**src/rtl/stopwatch_pkg.sv**
```systemverilog
// Shared stopwatch constants and types: BCD digit geometry, moduli, ms timebase, max time.
// Digit index 0 is ms ones, index 6 is minute tens.
package stopwatch_pkg;

    localparam int BCD_W         = 4;
    localparam int NUM_DIGITS    = 7;
    localparam int DEC_MOD       = 10;
    localparam int SEX_MOD       = 6;
    localparam int CYCLES_PER_MS = 16000;

    typedef logic [BCD_W-1:0]                  bcd_t;
    typedef logic [NUM_DIGITS-1:0][BCD_W-1:0]  digits_t;

    // 59:59.999 packed as {min1,min0,sec1,sec0,ms2,ms1,ms0}
    localparam digits_t MAX_TIME = 28'h5959999;
    localparam int      MAX_MS   = 3599999;

    // Seconds tens and minute tens count modulo 6, everything else modulo 10
    function automatic int digit_mod(input int idx);
        return ((idx == 4) || (idx == 6)) ? SEX_MOD : DEC_MOD;
    endfunction

endpackage

```
**src/rtl/bcd_digit_cnt.sv**
```systemverilog
// Single BCD digit counter with enable-in / carry-out for cascading.
// Updates on the enabled edge; carry_out is combinational from en_in and the current digit.
module bcd_digit_cnt
    import stopwatch_pkg::*;
#(
    parameter int MODULO = 10
) (
    input  logic             I_CLK,
    input  logic             I_RST,
    input  logic             clear,
    input  logic             en_in,
    output logic [BCD_W-1:0] q,
    output logic             carry_out
);

    logic [BCD_W-1:0] r_q;
    logic             w_at_top;

    assign w_at_top  = (r_q == BCD_W'(MODULO - 1));
    assign carry_out = en_in & w_at_top;
    assign q         = r_q;

    // The >= guard keeps the digit legal even if it were ever disturbed out of range
    always_ff @(posedge I_CLK) begin
        if (I_RST || clear) begin
            r_q <= '0;
        end else if (en_in) begin
            r_q <= (r_q >= BCD_W'(MODULO - 1)) ? '0 : r_q + BCD_W'(1);
        end
    end

endmodule

```
**src/rtl/sw_time_counter.sv**
```systemverilog
// Stopwatch MM:SS.mmm BCD time base with lap freeze, overflow handling and a registered display.
// Tick at edge N shows on the display after edge N; lap freezes/releases from the following cycle.
module sw_time_counter
    import stopwatch_pkg::*;
#(
    parameter bit SATURATE = 1'b1
) (
    input  logic             I_CLK,
    input  logic             I_RST,
    input  logic             I_EN_1MS,
    input  logic             I_START_EN,
    input  logic             I_CLEAR_EN,
    input  logic             I_LAP,
    output logic [BCD_W-1:0] O_MS2,
    output logic [BCD_W-1:0] O_MS1,
    output logic [BCD_W-1:0] O_MS0,
    output logic [BCD_W-1:0] O_SEC1,
    output logic [BCD_W-1:0] O_SEC0,
    output logic [BCD_W-1:0] O_MIN1,
    output logic [BCD_W-1:0] O_MIN0,
    output logic             O_CARRY_1S,
    output logic             O_OVF,
    output logic             O_LAP_ACTIVE
);

    logic                w_tick;
    logic                w_live_max;
    logic                w_ovf_evt;
    logic [NUM_DIGITS:0] w_en;
    digits_t             w_live;
    digits_t             w_live_nxt;
    logic                w_lap_act_nxt;
    digits_t             w_lap_val_nxt;

    logic                r_lap_act;
    digits_t             r_lap_val;
    digits_t             r_disp;
    logic                r_ovf;
    logic                r_carry;

    assign w_tick     = I_EN_1MS & I_START_EN & ~(SATURATE & r_ovf);
    assign w_live_max = (w_live == MAX_TIME);
    assign w_ovf_evt  = w_tick & w_live_max;
    // In saturate mode the overflowing tick must not reach the digits at all
    assign w_en[0]    = w_tick & ~(SATURATE & w_live_max);

    for (genvar k = 0; k < NUM_DIGITS; k++) begin : g_dig
        bcd_digit_cnt #(
            .MODULO (digit_mod(k))
        ) u_cnt (
            .I_CLK     (I_CLK),
            .I_RST     (I_RST),
            .clear     (I_CLEAR_EN),
            .en_in     (w_en[k]),
            .q         (w_live[k]),
            .carry_out (w_en[k+1])
        );
    end

    // Mirror of the digits' next value so the display register tracks live with no lag
    always_comb begin
        w_live_nxt = w_live;
        for (int k = 0; k < NUM_DIGITS; k++) begin
            if (w_en[k+1]) begin
                w_live_nxt[k] = '0;
            end else if (w_en[k]) begin
                w_live_nxt[k] = w_live[k] + BCD_W'(1);
            end
        end
    end

    always_comb begin
        w_lap_act_nxt = r_lap_act;
        w_lap_val_nxt = r_lap_val;
        if (I_LAP) begin
            if (!r_lap_act) begin
                w_lap_act_nxt = 1'b1;
                w_lap_val_nxt = w_live;
            end else begin
                w_lap_act_nxt = 1'b0;
            end
        end
    end

    always_ff @(posedge I_CLK) begin
        if (I_RST || I_CLEAR_EN) begin
            r_lap_act <= 1'b0;
            r_lap_val <= '0;
            r_disp    <= '0;
            r_ovf     <= 1'b0;
            r_carry   <= 1'b0;
        end else begin
            r_lap_act <= w_lap_act_nxt;
            r_lap_val <= w_lap_val_nxt;
            r_disp    <= w_lap_act_nxt ? w_lap_val_nxt : w_live_nxt;
            r_carry   <= w_en[3];
            r_ovf     <= SATURATE ? (r_ovf | w_ovf_evt) : w_ovf_evt;
        end
    end

    assign O_MS0        = r_disp[0];
    assign O_MS1        = r_disp[1];
    assign O_MS2        = r_disp[2];
    assign O_SEC0       = r_disp[3];
    assign O_SEC1       = r_disp[4];
    assign O_MIN0       = r_disp[5];
    assign O_MIN1       = r_disp[6];
    assign O_CARRY_1S   = r_carry;
    assign O_OVF        = r_ovf;
    assign O_LAP_ACTIVE = r_lap_act;

endmodule

```
**config.mk**
```make
export PLATFORM = sky130hd
export DESIGN_NAME = sw_time_counter
export DESIGN_NICKNAME = d
export VERILOG_FILES = /design/src/rtl/stopwatch_pkg.sv /design/src/rtl/bcd_digit_cnt.sv /design/src/rtl/sw_time_counter.sv
export SDC_FILE = /design/constraint.sdc
export NUM_CORES = 1
export LEC_CHECK = 0
export ABC_AREA = 1
export BUFFER_PORTS_ARGS = -buffer_cell sky130_fd_sc_hd__buf_2
export CELL_PAD_IN_SITES_DETAIL_PLACEMENT = 1
export CELL_PAD_IN_SITES_GLOBAL_PLACEMENT = 2
export CORE_ASPECT_RATIO = 0.5
export CORE_UTILIZATION = 30
export CTS_CLUSTER_DIAMETER = 60
export DETAILED_ROUTE_END_ITERATION = 7
export PLACE_DENSITY_LB_ADDON = 0.1
export SLEW_MARGIN = 25
export SYNTH_ARGS = -nofsm -noshare
export SYNTH_HDL_FRONTEND = slang
export SYNTH_SLANG_ARGS = --single-unit
```
**constraint.sdc**
```tcl
create_clock -name I_CLK -period 2 [get_ports I_CLK]
set_clock_uncertainty 0.15 [all_clocks]
set_input_delay 0.2 -clock I_CLK [delete_from_list [all_inputs] [get_ports I_CLK]]
set_output_delay 0.2 -clock I_CLK [all_outputs]
set_load 0.02 [all_outputs]
```
==> results.md, run 1 <==
Routing:
- For this block, the via count after detailed routing is 3,633.
- The pre-antenna-repair detailed-routing pass consisted of 4 iterations.
- The starting DRC count in detailed routing is 115.
- After detailed routing, the number of remaining DRC violations is 0.
- Dividing the detail-routed via count by the number of cells gives 4.55.
- Summed over all layers, the routed wires come to 11.5 mm.
- The count of nets left with antenna violations after detail routing is 0.
- Dividing the detail-routed wire length by the instance count gives 14.4 um.

Synth:
- Summing the sequential cell areas from Yosys gives 42.6% of the chip area.
- In the post-synthesis netlist, the cell with the most instances is sky130_fd_sc_hd__nand2_1.
- The synthesized instance count is 516.
- By area the synthesized netlist is led by sky130_fd_sc_hd__dfxtp_1 (43%), sky130_fd_sc_hd__nand2_1 (8.3%), sky130_fd_sc_hd__nor2_1 (6.6%).
- The proportion of register bits with asynchronous set or reset after synthesis is 0%.
- The register bit count reported by yosys is 87.
- The commonest cells after synthesis are sky130_fd_sc_hd__nand2_1 (90), sky130_fd_sc_hd__dfxtp_1 (87), sky130_fd_sc_hd__nor2_1 (72).
- The total nets after synthesis is 543.
- sky130_fd_sc_hd__dfxtp_1 takes more of the synthesized area than any other cell.
- The number of flops mapped to enable cells by yosys is 0.
- After synthesis, the mean cell area works out to 7.92 um2.
- In this run the cell area of the synthesized design comes to 4090 um2.
- Yosys printed 0 warnings.
- The share of the synthesized area in the top cell type is 42.6%.
- The distinct cell type count after synthesis is 42.
- For this run, the leading register cell type out of synthesis is sky130_fd_sc_hd__dfxtp_1.

Setup path:
- Among cell families on the critical path, the largest total delay comes from simple AND/OR/NAND/NOR gates.
- The arrival time reported for the critical path endpoint is 2.07 ns.
- The slowest stage of the critical path belongs to the cell sky130_fd_sc_hd__dfxtp_1.
- For the worst setup path, the data required time is 2.09 ns.
- Measured in cells, the most critical reg-to-reg path has a length of 13.
- The worst setup path is launched from a flip-flop.
- The classification of the worst setup path is flip-flop to flip-flop.
- Traced cell by cell, the critical path runs through ha_4, nand2_4, nor2_4, nand2_2, nor2_4, nand2_4, buf_4, nand2_4, inv_8, nand2_8, buf_4, o21ai_2, and3_1.
- The largest single stage delay on the critical path is 0.38 ns.
- In this run the worst path has a maximum fanout of 6.
- The count of cell instances traversed by the critical path is 13.
- The cell seen most often among critical-path stages is sky130_fd_sc_hd__nand2_4.
- Counting both buffers and inverters, the worst setup path holds a total of 3.
- The worst setup path is captured at a flip-flop.

Cells and area:
- The final layout contains 652 nets.
- Relative to the synthesized area, the layout overhead comes to 38.6%.
- The repair_antennas step left the layout with diodes totalling 0.
- The filler cell count is 1,571.
- In the final layout, the share of cells above drive strength 1 is 38.6%.
- The final design utilization is 43.7%.

Clock network:
- The cell sitting at the root of the clock tree is a sky130_fd_sc_hd__clkbuf_16.
- The count of clock tree sinks is 87.
- The number of buffers created by CTS is 9.
- The TritonCTS clock tree is yes.
- The later pin in the worst-skew pair is clocked with a latency of 0.35 ns.
- Clock-pin slew was measured on the worst setup and hold paths at 0.06 ns.
- The H-tree was split into 3 levels.
- In this run the deepest clock path goes through 2 buffers.

GRT:
- The number of global-route vias before repair is 3,683.
- The total global routing track utilization is 17.3%.
- The maximum number of pins on one net before global-route repair is 53.
- Summed over all layers, the global routing overflow is 0.
- The first-pass GRT wire length is 18.9 mm.
- The number of antenna violations at the first check in global routing is 0.

Timing:
- The number of hold violations in the final report is 0.
- The final critical path time including I/O delays and setup is 1.99 ns.
- The total of endpoints with negative setup slack in the final report is 0.
- Setup repair after global routing could not meet its margin everywhere.
- The transition time at the pin with the least slew margin is 0.638 ns.
- Setup total negative slack on the finished layout was measured at 0 ns.
- Hold is met by 0.0998 ns.
- The share of the clock period used by the worst path after layout is 99.4%.
- Headroom to the max-slew limit came out at 57.4%.
- The maximum operating frequency is 0.503 GHz.
- The number of pins with negative max-slew slack in the final report is 0.

Placed design:
- At the end of routability-driven placement, the weighted congestion stood at 0.767.
- Port buffering added 36 buffers.
- The half-perimeter wire length after placement is 7.98 mm.

Hold path:
- The number of cells on the worst hold path is 5.
- The class of the most critical hold timing path is input port to flip-flop.

Floorplanning:
- The die is 167 um wide.
- The initial utilization of the core area, before any placement, comes to 31.5%.
- The floorplan step defined a die boundary enclosing 14,100 um2.
- The number of placement rows is 29.
- The floorplan core area is 13,000 um2.
- In this run the count of I/O pins placed on the die edge is 37.
- The die is 84.5 um tall.

Power:
- IR analysis of the VDD net gives a maximum drop of 0.344 mV.
- In this run the power density over the cells is 644 nW/um2.
- The leakage dissipation is 2.51 nW.

Outcome:
- The flow ran to the end, and the final reports show no timing, DRC or antenna violations.

Run:
- Across the run, the number of max-cap violations was 0.
## cell families after synthesis
family,Yosys count,share of synthesized area (%)
compound gates,78,10.7
fa+ha+maj,21,6.43
mux,4,0.980
simple gates,234,28.1
xor+xnor,17,3.64
flops,87,42.6
buf+inv,75,7.56
## report_power, final
group,internal (W),switching [W],leakage [nW]
combinational,0.0000505,0.000120,1.65
sequential,0.00174,0.00000249,0.706
clock,0.00102,0.000715,0.151
## per-layer routing
layer	track usage (%)	part of all wire [%]	vias to the layer above
met4	4.80	0.95	0
met1	23.2	52	1740
met5	0	0	-
li1	-	-	1859
met3	3.96	2.0	9
met2	28.0	46	25
## final timing paths
kind,start,slack [ns],end
max reg2reg,g_dig[3].u_cnt.q[0],0.01,g_dig[1].u_cnt.q[2]
min,I_RST,0.1,O_LAP_ACTIVE
min reg2reg,r_lap_val[20],0.32,r_lap_val[20]
max,g_dig[3].u_cnt.q[0],0.01,g_dig[1].u_cnt.q[2]
## cells in the final DEF, fill, tap and decap left out, types with 2 or more instances in the layout
cell and count:
sky130_fd_sc_hd__dfxtp_1 77, sky130_fd_sc_hd__nor2_1 69, sky130_fd_sc_hd__buf_4 68, sky130_fd_sc_hd__nand2_1 65
sky130_fd_sc_hd__inv_1 44, sky130_fd_sc_hd__a21oi_1 38, sky130_fd_sc_hd__buf_2 36, sky130_fd_sc_hd__nand2_2 24
sky130_fd_sc_hd__nand2_4 16, sky130_fd_sc_hd__ha_1 15, sky130_fd_sc_hd__nand3_1 13, sky130_fd_sc_hd__inv_2 12
sky130_fd_sc_hd__nor2_4 11, sky130_fd_sc_hd__o22ai_1 11, sky130_fd_sc_hd__dfxtp_2 10, sky130_fd_sc_hd__or2_2 9
sky130_fd_sc_hd__xor2_1 9, sky130_fd_sc_hd__clkbuf_16 9, sky130_fd_sc_hd__o21ai_0 8, sky130_fd_sc_hd__o21ai_1 7
sky130_fd_sc_hd__nand3_2 6, sky130_fd_sc_hd__nor2_2 6, sky130_fd_sc_hd__nand4_1 6, sky130_fd_sc_hd__ha_4 6
sky130_fd_sc_hd__xnor2_1 5, sky130_fd_sc_hd__mux2i_1 4, sky130_fd_sc_hd__buf_6 4, sky130_fd_sc_hd__o21ai_2 3
sky130_fd_sc_hd__a211oi_1 3, sky130_fd_sc_hd__and3_1 3, sky130_fd_sc_hd__clkinv_2 3, sky130_fd_sc_hd__buf_12 3
sky130_fd_sc_hd__xor2_2 2, sky130_fd_sc_hd__a31oi_1 2, sky130_fd_sc_hd__clkbuf_8 2, sky130_fd_sc_hd__dlygate4sd3_1 2
## repair_timing
item / in CTS / in global routing
hold endpoints to repair: 1 / 0
pin swaps: 11 / 45
resized for setup: 36 / 66
endpoints found under the setup margin: 49 / 50
gates cloned: 0 / 1
hold buffers: 2 / 0
buffers inserted: 3 / 7
## cell type report
| type | count | area [um2] | share of cell area [%] |
|---|---|---|---|
| repair buffers | 113 | 816 | 14.4 |
| multi-input cells | 355 | 2350 | 41.4 |
| clock inverters | 4 | 45.0 | 0.795 |
| well taps | 170 | 213 | 3.76 |
| flip-flops and latches | 87 | 1750 | 31.0 |
| clock buffers | 11 | 253 | 4.46 |
| inverters | 59 | 236 | 4.18 |
## metrics by stage
| stage | std cells | power (W) | instance area, um2 | setup slack [ns] |
|---|---|---|---|---|
| global route | 799 | 0.00379 | 5660 | -0.0758 |
| CTS | 791 | 0.00370 | 5380 | 0.00232 |
| global placement | 771 | 0.00193 | 4920 | -0.203 |
| detailed placement | 771 | 0.00193 | 4920 | -0.198 |
| finish | 799 | 0.00365 | 5660 | 0.0111 |
| floorplan | 516 | 0.00187 | 4090 | 0.0597 |
## worst register-to-register path, cell delays in order (launching register included)
cell,delay (ns)
sky130_fd_sc_hd__dfxtp_1,0.38
sky130_fd_sc_hd__ha_4,0.17
sky130_fd_sc_hd__nand2_4,0.05
sky130_fd_sc_hd__nor2_4,0.15
sky130_fd_sc_hd__nand2_2,0.08
sky130_fd_sc_hd__nor2_4,0.14
sky130_fd_sc_hd__nand2_4,0.08
sky130_fd_sc_hd__buf_4,0.14
sky130_fd_sc_hd__nand2_4,0.09
sky130_fd_sc_hd__inv_8,0.06
sky130_fd_sc_hd__nand2_8,0.08
sky130_fd_sc_hd__buf_4,0.11
sky130_fd_sc_hd__o21ai_2,0.05
sky130_fd_sc_hd__and3_1,0.14
Power figures use the tool's default switching activity.
==> run 2, diff against run 1 <==
- ABC_AREA: 1 -> not set
==> run 2 against run 1 <==
The flow now finishes with violations (negative setup slack). Sequential power is essentially flat. Hold slack lost 0.042 ns. Combinational power grew 43%. Total power is essentially flat. Routed wire length grew 37%. Fmax shrank 8.2%. Synthesized area grew 8.1%. Die area grew 8.0%. Clock power shrank 5%. Worst setup slack lost 0.18 ns. Count of clock-buffer cells in the layout is the same. Via count grew 23%. Highest routed layer unchanged.
==> results.md, run 2 <==
Floorplanning:
- The number of placement rows is 30 (+3.4%).
- The height of the die is 87.8 um (+3.9%).
- The width of the die is 174 um (+3.9%).
- The area of the die was 15,200 um2 (+8.0%).
- The initial cell density of the core is 31.6% (+0.10 points).
- The I/O pin count is 37 (unchanged).
- The floorplan core area is 14,000 um2 (+7.8%).

GRT:
- The total global routing track utilization is 21.3% (+4.0 points).
- The met3 track utilization from global routing was 3.60% (-0.36 points).
- The global-route met2 utilization is 33.9% (+6.0 points).
- The maximum number of pins on one net before global-route repair was 30 (-43%).
- The layer with the highest usage after global routing is met2.
- The number of antenna violations at the first check in global routing is 0 (unchanged).
- The first-pass GRT wire length came to 24.9 mm (+31%).
- The met1 demand-to-capacity share in global routing came to 30.7% (+7.5 points).
- The number of global-route vias before repair is 4,536 (+23%).
- The global route total overflow is 0 (unchanged).

Timing:
- The remaining max-slew budget at the tightest pin was 66.1% (+8.7 points).
- The transition time at the pin with the least slew margin came to 0.504 ns (-0.133 ns).
- Setup repair after global routing could not meet its margin everywhere.
- The number of pins with negative max-slew slack in the final report is 0 (unchanged).
- The share of the clock period used by the worst path after layout is 108% (+8.9 points).
- The slack of the critical path is -0.166 ns (-0.178 ns).
- The final critical path time including I/O delays and setup is 2.17 ns (+0.178 ns).
- The worst hold-check slack was 0.0574 ns (-0.0425 ns).
- The maximum operating frequency was 0.462 GHz (-8.2%).
- The total of endpoints with negative setup slack in the final report is 21 (+21).
- The number of hold violations in the final report is 0 (unchanged).

Synth:
- The proportion of register bits with asynchronous set or reset after synthesis was 0% (unchanged).
- The share of the synthesized area in the top cell type is 39.4% (-3.2 points).
- The sequential fraction of the synthesis area is 39.4% (-3.2 points).
- The per-instance average area after synthesis came to 8.24 um2 (+4.1%).
- The most frequently used cell type in the post-synthesis netlist is sky130_fd_sc_hd__dfxtp_1.
- The number of flops mapped to enable cells by yosys came to 0 (unchanged).
- The post-synth design cell area is 4420 um2 (+8.1%).
- Of all cell types, the one taking the most synthesized area is sky130_fd_sc_hd__dfxtp_1.
- Yosys attributes the largest share of cell area to sky130_fd_sc_hd__dfxtp_1 (39%), sky130_fd_sc_hd__a21oi_1 (6.8%), sky130_fd_sc_hd__nand2_1 (6.5%).
- The total nets after synthesis is 563 (+3.7%).
- The warning count from the yosys run is 0 (unchanged).
- The distinct cell type count after synthesis is 66 (+57%).
- The register bit count reported by yosys came to 87 (unchanged).
- The synthesized instance count is 536 (+3.9%).
- In the synthesized netlist the dominant register cell turns out to be sky130_fd_sc_hd__dfxtp_1.
- By count the netlist is led by sky130_fd_sc_hd__dfxtp_1 (87), sky130_fd_sc_hd__nand2_1 (76), sky130_fd_sc_hd__a21oi_1 (60).

Setup path:
- STA classifies the critical path endpoint as a flip-flop.
- The critical path goes through inv_2, ha_4, nand3b_4, or4_4, or4_4, a21boi_2, o21ai_1.
- The required time of the critical path is 2.12 ns (+0.03 ns).
- The slowest cell on the critical path is sky130_fd_sc_hd__or4_4.
- The biggest fanout along the worst timing path is 3 (-3).
- The startpoint kind of the worst setup timing path is a flip-flop.
- Counting stages on the worst path, the most repeated cell is sky130_fd_sc_hd__or4_4.
- The worst setup path is of the flip-flop to flip-flop kind.
- The worst stage delay on the critical path was 0.58 ns (+0.20 ns).
- The arrival time reported for the critical path endpoint is 2.28 ns (+0.21 ns).

Power:
- The maximum resistive drop on vdd is 0.355 mV (+3.0%).
- The fraction of power consumed by sequential logic is 47.7% (about the same).
- The clock network power share is 45.6% (-2.1 points).
- The fraction of power consumed by combinational cells is 6.7% (+2.0 points).
- The leakage dissipation is 2.78 nW (+11%).
- The total power density per cell area is 547 nW/um2 (-15%).
- The total net switching power is 0.000864 W (+3.1%).
- The net switching share of the total power is 23.7% (+0.73 points).
- The cell-internal power is 0.00278 W (-1.0%).

Cells and area:
- The top cell types in the final layout, fill and taps aside, are sky130_fd_sc_hd__buf_4 (108), sky130_fd_sc_hd__dfxtp_1 (75), sky130_fd_sc_hd__nand2_1 (72).
- The proportion of layout cells with a drive suffix above 1 was 41.8% (+3.2 points).
- Leaving out fill and tap cells, the most frequent cell in the layout is sky130_fd_sc_hd__buf_4.
- The synthesis-to-finish area growth is 50.8%.
- The layout net count is 714 (+9.5%).
- The filler cell count is 1,659 (+5.6%).
- The number of inserted diodes is 0 (unchanged).

Clock network:
- The clock transition at the registers of the reported paths came to 0.07 ns (about the same).
- The count of clock tree sinks is 87 (unchanged).
- CTS placed an instance of sky130_fd_sc_hd__clkbuf_16 at the clock tree root.
- The maximum clock insertion buffer count is 2 (unchanged).
- The number of levels the H-tree was split into is 3 (unchanged).
- The clock latency of the later-clocked register in the worst-skew pair is 0.34 ns (about the same).
- The number of hold buffers added after CTS is 0 (-2).
- TritonCTS built the clock tree.
- The number of buffers created by CTS is 9 (unchanged).

Run:
- The total of max-cap violations was 0 (unchanged).

Placed design:
- The worst slack at placement came to -0.157 ns (+0.0419 ns).
- The weighted congestion at the end of routability-driven global placement is 0.794 (+3.6%).
- The number of buffers added on ports is 36 (unchanged).
- The half-perimeter wire length after placement is 11.0 mm (+38%).

Outcome:
- The checks that failed: negative setup slack.
- The flow ran to the end, but the final reports show violations.

Routing:
- The number of detailed-route iterations in the first pass is 4 (unchanged).
- The starting DRC count in detailed routing came to 202 (+76%).
- The wire length per cell after detailed routing is 17.8 um (+24%).
- The number of DRC violations after detailed routing came to 0 (unchanged).
- The vias per cell is 5.06 (+11%).
- The wire length after detailed routing is 15.7 mm (+37%).
- The total number of vias came to 4,472 (+23%).
- The count of nets left with antenna violations after detail routing is 0 (unchanged).

Hold path:
- The class of the most critical hold timing path is input port to flip-flop.
==> run 2: changes by cell type after synthesis, sizes merged, moves of 7 or more <==
| cell | before | now |
|---|---|---|
| and3b | 0 | 7 |
| nand2b | 0 | 7 |
| xor2 | 12 | 1 |
| nor3 | 2 | 10 |
| nand3b | 1 | 10 |
| clkbuf | 7 | 26 |
| a21oi | 39 | 60 |
| inv | 58 | 26 |
| or2 | 9 | 2 |
| nor2 | 87 | 36 |
| a22oi | 0 | 10 |
| nand2 | 105 | 76 |
==> run 2: per-layer routing <==
| metal | routed length (um) | up-vias |
|---|---|---|
| met5 | 0 | - |
| met4 | 137 | 0 |
| met3 | 605 | 13 |
| met2 | 6730 | 63 |
| met1 | 8270 | 2181 |
| li1 | - | 2215 |
==> run 2: worst paths after layout <==
kind	start	endpoint	slack [ns]	cells after the start
worst max-delay path	g_dig[1].u_cnt.q[1]	O_SEC0[3]	-0.17	7
worst min register to register	r_lap_val[4]	r_lap_val[4]	0.30	2
worst min-delay path	I_START_EN	O_OVF	0.06	4
worst max register to register	g_dig[1].u_cnt.q[1]	O_SEC0[3]	-0.17	7
==> run 2: power by group through the flow <==
stage / Clock, W / Combinational [W] / Sequential [W]
after floorplan: 0 / 0.0000986 / 0.00178
after global placement: 0 / 0.000225 / 0.00178
after detailed placement: 0 / 0.000226 / 0.00178
after CTS: 0.00172 / 0.000237 / 0.00174
after global routing: 0.00179 / 0.000263 / 0.00174
final: 0.00166 / 0.000245 / 0.00174
==> run 2: critical path, delay by kind of cell (launching register included) <==
kind / cells / cell delay [ns]
flops: 1 / 0.32
fa+ha+maj: 1 / 0.15
buf+inv: 1 / 0.07
compound gates: 2 / 0.29
simple gates: 3 / 1.12
==> run 2: final cells by class <==
class                           count  area (um2)  share of cell area, %
Multi-Input combinational cell    387        2890                   43.3
Sequential cell                    87        1760                   26.4
Timing Repair Buffer              176        1400                   21.0
Tap cell                          192         240                   3.61
Clock buffer                       11         233                   3.49
Inverter                           26        97.6                   1.46
Clock inverter                      4        47.5                  0.714
==> run 2: through the flow <==
stage	util, %	power, W	area, um2	instances	setup TNS, ns
finish	47.7	0.00365	6660	883	-0.772
global route	47.7	0.00379	6660	883	-4.21
CTS	45.3	0.00369	6320	873	-0.769
detailed placement	40.3	0.00200	5630	837	-2.24
global placement	40.3	0.00200	5630	837	-1.66
floorplan	-	0.00188	4510	536	-0.461
==> run 2: repair_timing <==
action / 4_1_cts / 5_1_grt
endpoints found under the hold margin: 0 / 0
setup buffers: 21 / 12
resized for setup: 66 / 59
endpoints found under the setup margin: 42 / 55
pin swaps: 36 / 36
==> run 2: cells by family (layout without fill, tap and decap cells) <==
logic type	count (synthesis)	count (layout)	share of synthesized area, %
compound gates	149	149	21.3
xor+xnor	5	5	0.991
fa+ha+maj	21	21	5.95
buf+inv	62	217	5.78
flops	87	87	39.4
mux	8	8	1.81
simple gates	204	204	24.7
==> run 3, diff against run 2 <==
- SETUP_SLACK_MARGIN: not set -> 0.05
==> run 3 against run 2 <==
Critical path type unchanged. Count of clock-buffer cells in the layout fell by 1. Flip-flop and latch count did not move. First-iteration DRC count rose by 6.4%. Design area rose by 4.8%. The flow still finishes with violations (negative setup slack). Register-to-register slack got worse by 0.02 ns. Combinational power rose by 6%. Global-route usage rose by 1.3 points. Sequential share of layout area fell by 1.2 points. Clock power rose by 16%. Highest routed layer unchanged.
==> results.md, run 3 (synthesized netlist as in run 2, its figures left out) <==
Outcome:
- The flow ran to the end, but the final reports show violations.
- The checks that failed: negative setup slack.

Placed design:
- The half-perimeter wire length after placement is 11.4 mm (+3.1%).
- The weighted congestion at the end of routability-driven global placement is 0.798 (+0.43%).
- The area after detailed placement came to 5710 um2 (+1.5%).
- The worst slack at placement came to -0.186 ns (-0.0294 ns).
- The number of buffers added on ports is 36 (unchanged).

Clock network:
- The maximum clock insertion buffer count was 2 (unchanged).
- The count of clock tree sinks was 87 (unchanged).
- The number of levels the H-tree was split into came to 3 (unchanged).
- The number of buffers created by CTS came to 9 (unchanged).
- The TritonCTS clock tree is yes.
- The clock latency of the later-clocked register in the worst-skew pair is 0.35 ns (about the same).
- The clock transition at the registers of the reported paths was 0.07 ns (about the same).
- The clock tree root buffer cell is sky130_fd_sc_hd__clkbuf_16.

Routing:
- The starting DRC count in detailed routing was 215 (+6.4%).
- The number of DRC violations after detailed routing is 0 (unchanged).
- The number of detailed-route iterations in the first pass is 4 (unchanged).
- The wire length per cell after detailed routing is 18.7 um (+4.9%).
- The vias per cell is 5.07 (+0.18%).
- The count of nets left with antenna violations after detail routing is 0 (unchanged).
- The wire length after detailed routing came to 16.8 mm (+6.7%).
- The total number of vias was 4,556 (+1.9%).

Setup path:
- The critical path is of the flip-flop to flip-flop type.
- Traced cell by cell, the critical path runs through inv_2, ha_4, buf_4, buf_6, and3b_2, nand3_4, buf_8, or3_4, o21ai_2, a21oi_1.
- The startpoint kind of the worst setup timing path is a flip-flop.
- The reg-to-reg setup timing slack is -0.18 ns (-0.02 ns).
- The count of cells along the worst register-to-register path came to 10 (+3).
- The launch point of the critical path is g_dig[0].u_cnt.q[1].
- The biggest fanout along the worst timing path is 4 (+1).
- The required time of the critical path was 2.06 ns (-0.06 ns).
- The arrival time reported for the critical path endpoint was 2.24 ns (-0.04 ns).
- The origin of the critical flop-to-flop path is g_dig[0].u_cnt.q[1].
- The critical path ends at g_dig[5].u_cnt.q[2].
- The worst register-to-register path ends at g_dig[5].u_cnt.q[2].
- Among all stages on the critical path, the largest delay is contributed by sky130_fd_sc_hd__or3_4.
- STA classifies the critical path endpoint as a flip-flop.
- The worst stage delay on the critical path is 0.43 ns (-0.15 ns).

Floorplanning:
- The initial cell density of the core is 31.6% (unchanged).
- The number of placement rows is 30 (unchanged).
- The width of the die came to 174 um (unchanged).
- The I/O pin count is 37 (unchanged).
- The height of the die came to 87.8 um (unchanged).
- The floorplan core area came to 14,000 um2 (unchanged).
- The area of the die is 15,200 um2 (unchanged).

GRT:
- The global route total overflow is 0 (unchanged).
- The number of global-route vias before repair is 4,668 (+2.9%).
- The total global routing track utilization was 22.6% (+1.3 points).
- The first-pass GRT wire length is 26.1 mm (+4.9%).
- The number of antenna violations at the first check in global routing is 0 (unchanged).
- The maximum number of pins on one net before global-route repair came to 32 (+6.7%).

Cells and area:
- The proportion of layout cells with a drive suffix above 1 was 46.2% (+4.4 points).
- The synthesis-to-finish area growth is 58.0%.
- The layout net count came to 728 (+2.0%).
- The number of inserted diodes is 0 (unchanged).
- The library cell used most frequently in the layout, excluding fill and tap cells, is sky130_fd_sc_hd__buf_4.
- The final non-filler cell area is 6980 um2 (+4.8%).
- The final design utilization is 50.0% (+2.3 points).
- The filler cell count came to 1,626 (-2.0%).
- The top cell types in the final layout, fill and taps aside, are sky130_fd_sc_hd__buf_4 (118), sky130_fd_sc_hd__dfxtp_1 (74), sky130_fd_sc_hd__nand2_1 (69).

Hold path:
- The tightest min-delay check is of the input port to flip-flop type.

Timing:
- The number of pins with negative max-slew slack in the final report came to 0 (unchanged).
- The share of the clock period used by the worst path after layout is 109% (+0.88 points).
- The number of hold violations in the final report is 0 (unchanged).
- The transition time at the pin with the least slew margin is 0.557 ns (+0.0529 ns).
- The final critical path time including I/O delays and setup is 2.18 ns (+0.0175 ns).
- Setup repair after global routing could not meet its margin everywhere.
- The maximum operating frequency is 0.458 GHz (-0.80%).
- The total of endpoints with negative setup slack in the final report came to 43 (+100%).
- The final-layout setup total negative slack is -3.42 ns (-2.65 ns).
- The remaining max-slew budget at the tightest pin was 62.5% (-3.6 points).
- The slack of the critical path came to -0.184 ns (-0.0175 ns).

Power:
- The maximum resistive drop on vdd came to 0.400 mV (+13%).
- The total power was 0.00392 W (+7.5%).
- The total power density per cell area came to 561 nW/um2 (+2.5%).
- The leakage dissipation is 2.92 nW (+4.9%).

Run:
- The total of max-cap violations is 0 (unchanged).
[run 3: changes by cell type in the layout (fill, tap and decap cells not counted), sizes merged]
cell	previous run	this run
buf	176	188
bufinv	1	2
clkbuf	11	10
clkinvlp	1	0
dlygate4sd3	0	2
inv	26	28
[run 3: through the flow]
step,cells,hold WS (ns)
finish,898,0.223
global route,898,0.247
CTS,884,0.207
detailed placement,844,0.299
global placement,844,0.289
floorplan,536,0.207
[run 3: how the worst min path moves through the flow]
stage	startpoint	endpoint	slack, ns	cells past startpoint
global placement	r_lap_val[10]	r_lap_val[10]	0.29	2
CTS	I_RST	g_dig[0].u_cnt.q[3]	0.21	5
global route	I_CLEAR_EN	g_dig[5].u_cnt.q[3]	0.25	4
finish	I_RST	O_MIN1[1]	0.22	5
detailed placement	r_lap_val[2]	r_lap_val[2]	0.30	2
floorplan	I_START_EN	O_OVF	0.21	2
[run 3: power breakdown]
part | leakage (nW) | internal [W] | switching [W]
Clock | 0.168 | 0.00118 | 0.000747
Combinational | 2.04 | 0.0000908 | 0.000170
Sequential | 0.708 | 0.00173 | 0.00000244
Total | 2.92 | 0.00300 | 0.000919
[run 3: cell type report]
class / instances / area (um2) / share of cell area [%]
well taps: 192 / 240 / 3.44
inverters: 26 / 97.6 / 1.40
flip-flops and latches: 87 / 1760 / 25.2
clock buffers: 10 / 250 / 3.58
repair buffers: 190 / 1520 / 21.7
clock inverters: 6 / 87.6 / 1.25
multi-input cells: 387 / 3030 / 43.4
[run 3: routing by layer]
layer,GRT usage [%],wire (um),up-vias,share of wire [%]
met4,6.38,154,0,0.92
met1,31.6,8740,2232,52
met2,35.3,7340,75,44
met5,0,0,-,0
met3,4.69,571,11,3.4
li1,-,-,2238,-
[run 3: repair_timing]
item,4_1_cts,5_1_grt
setup buffers,23,16
pin swaps,54,46
hold endpoints to repair,1,0
gates resized for setup,93,64
setup endpoints to repair,55,58
hold buffers,2,0
[run 3: critical path: cells and delay by family, from the launching register on]
family / cells / cell delay, ns
flip-flops: 1 / 0.33
adder cells (fa/ha/maj): 1 / 0.15
AND/OR/NAND/NOR: 3 / 0.79
AO/OA/AOI/OAI: 2 / 0.20
buffers and inverters: 4 / 0.44
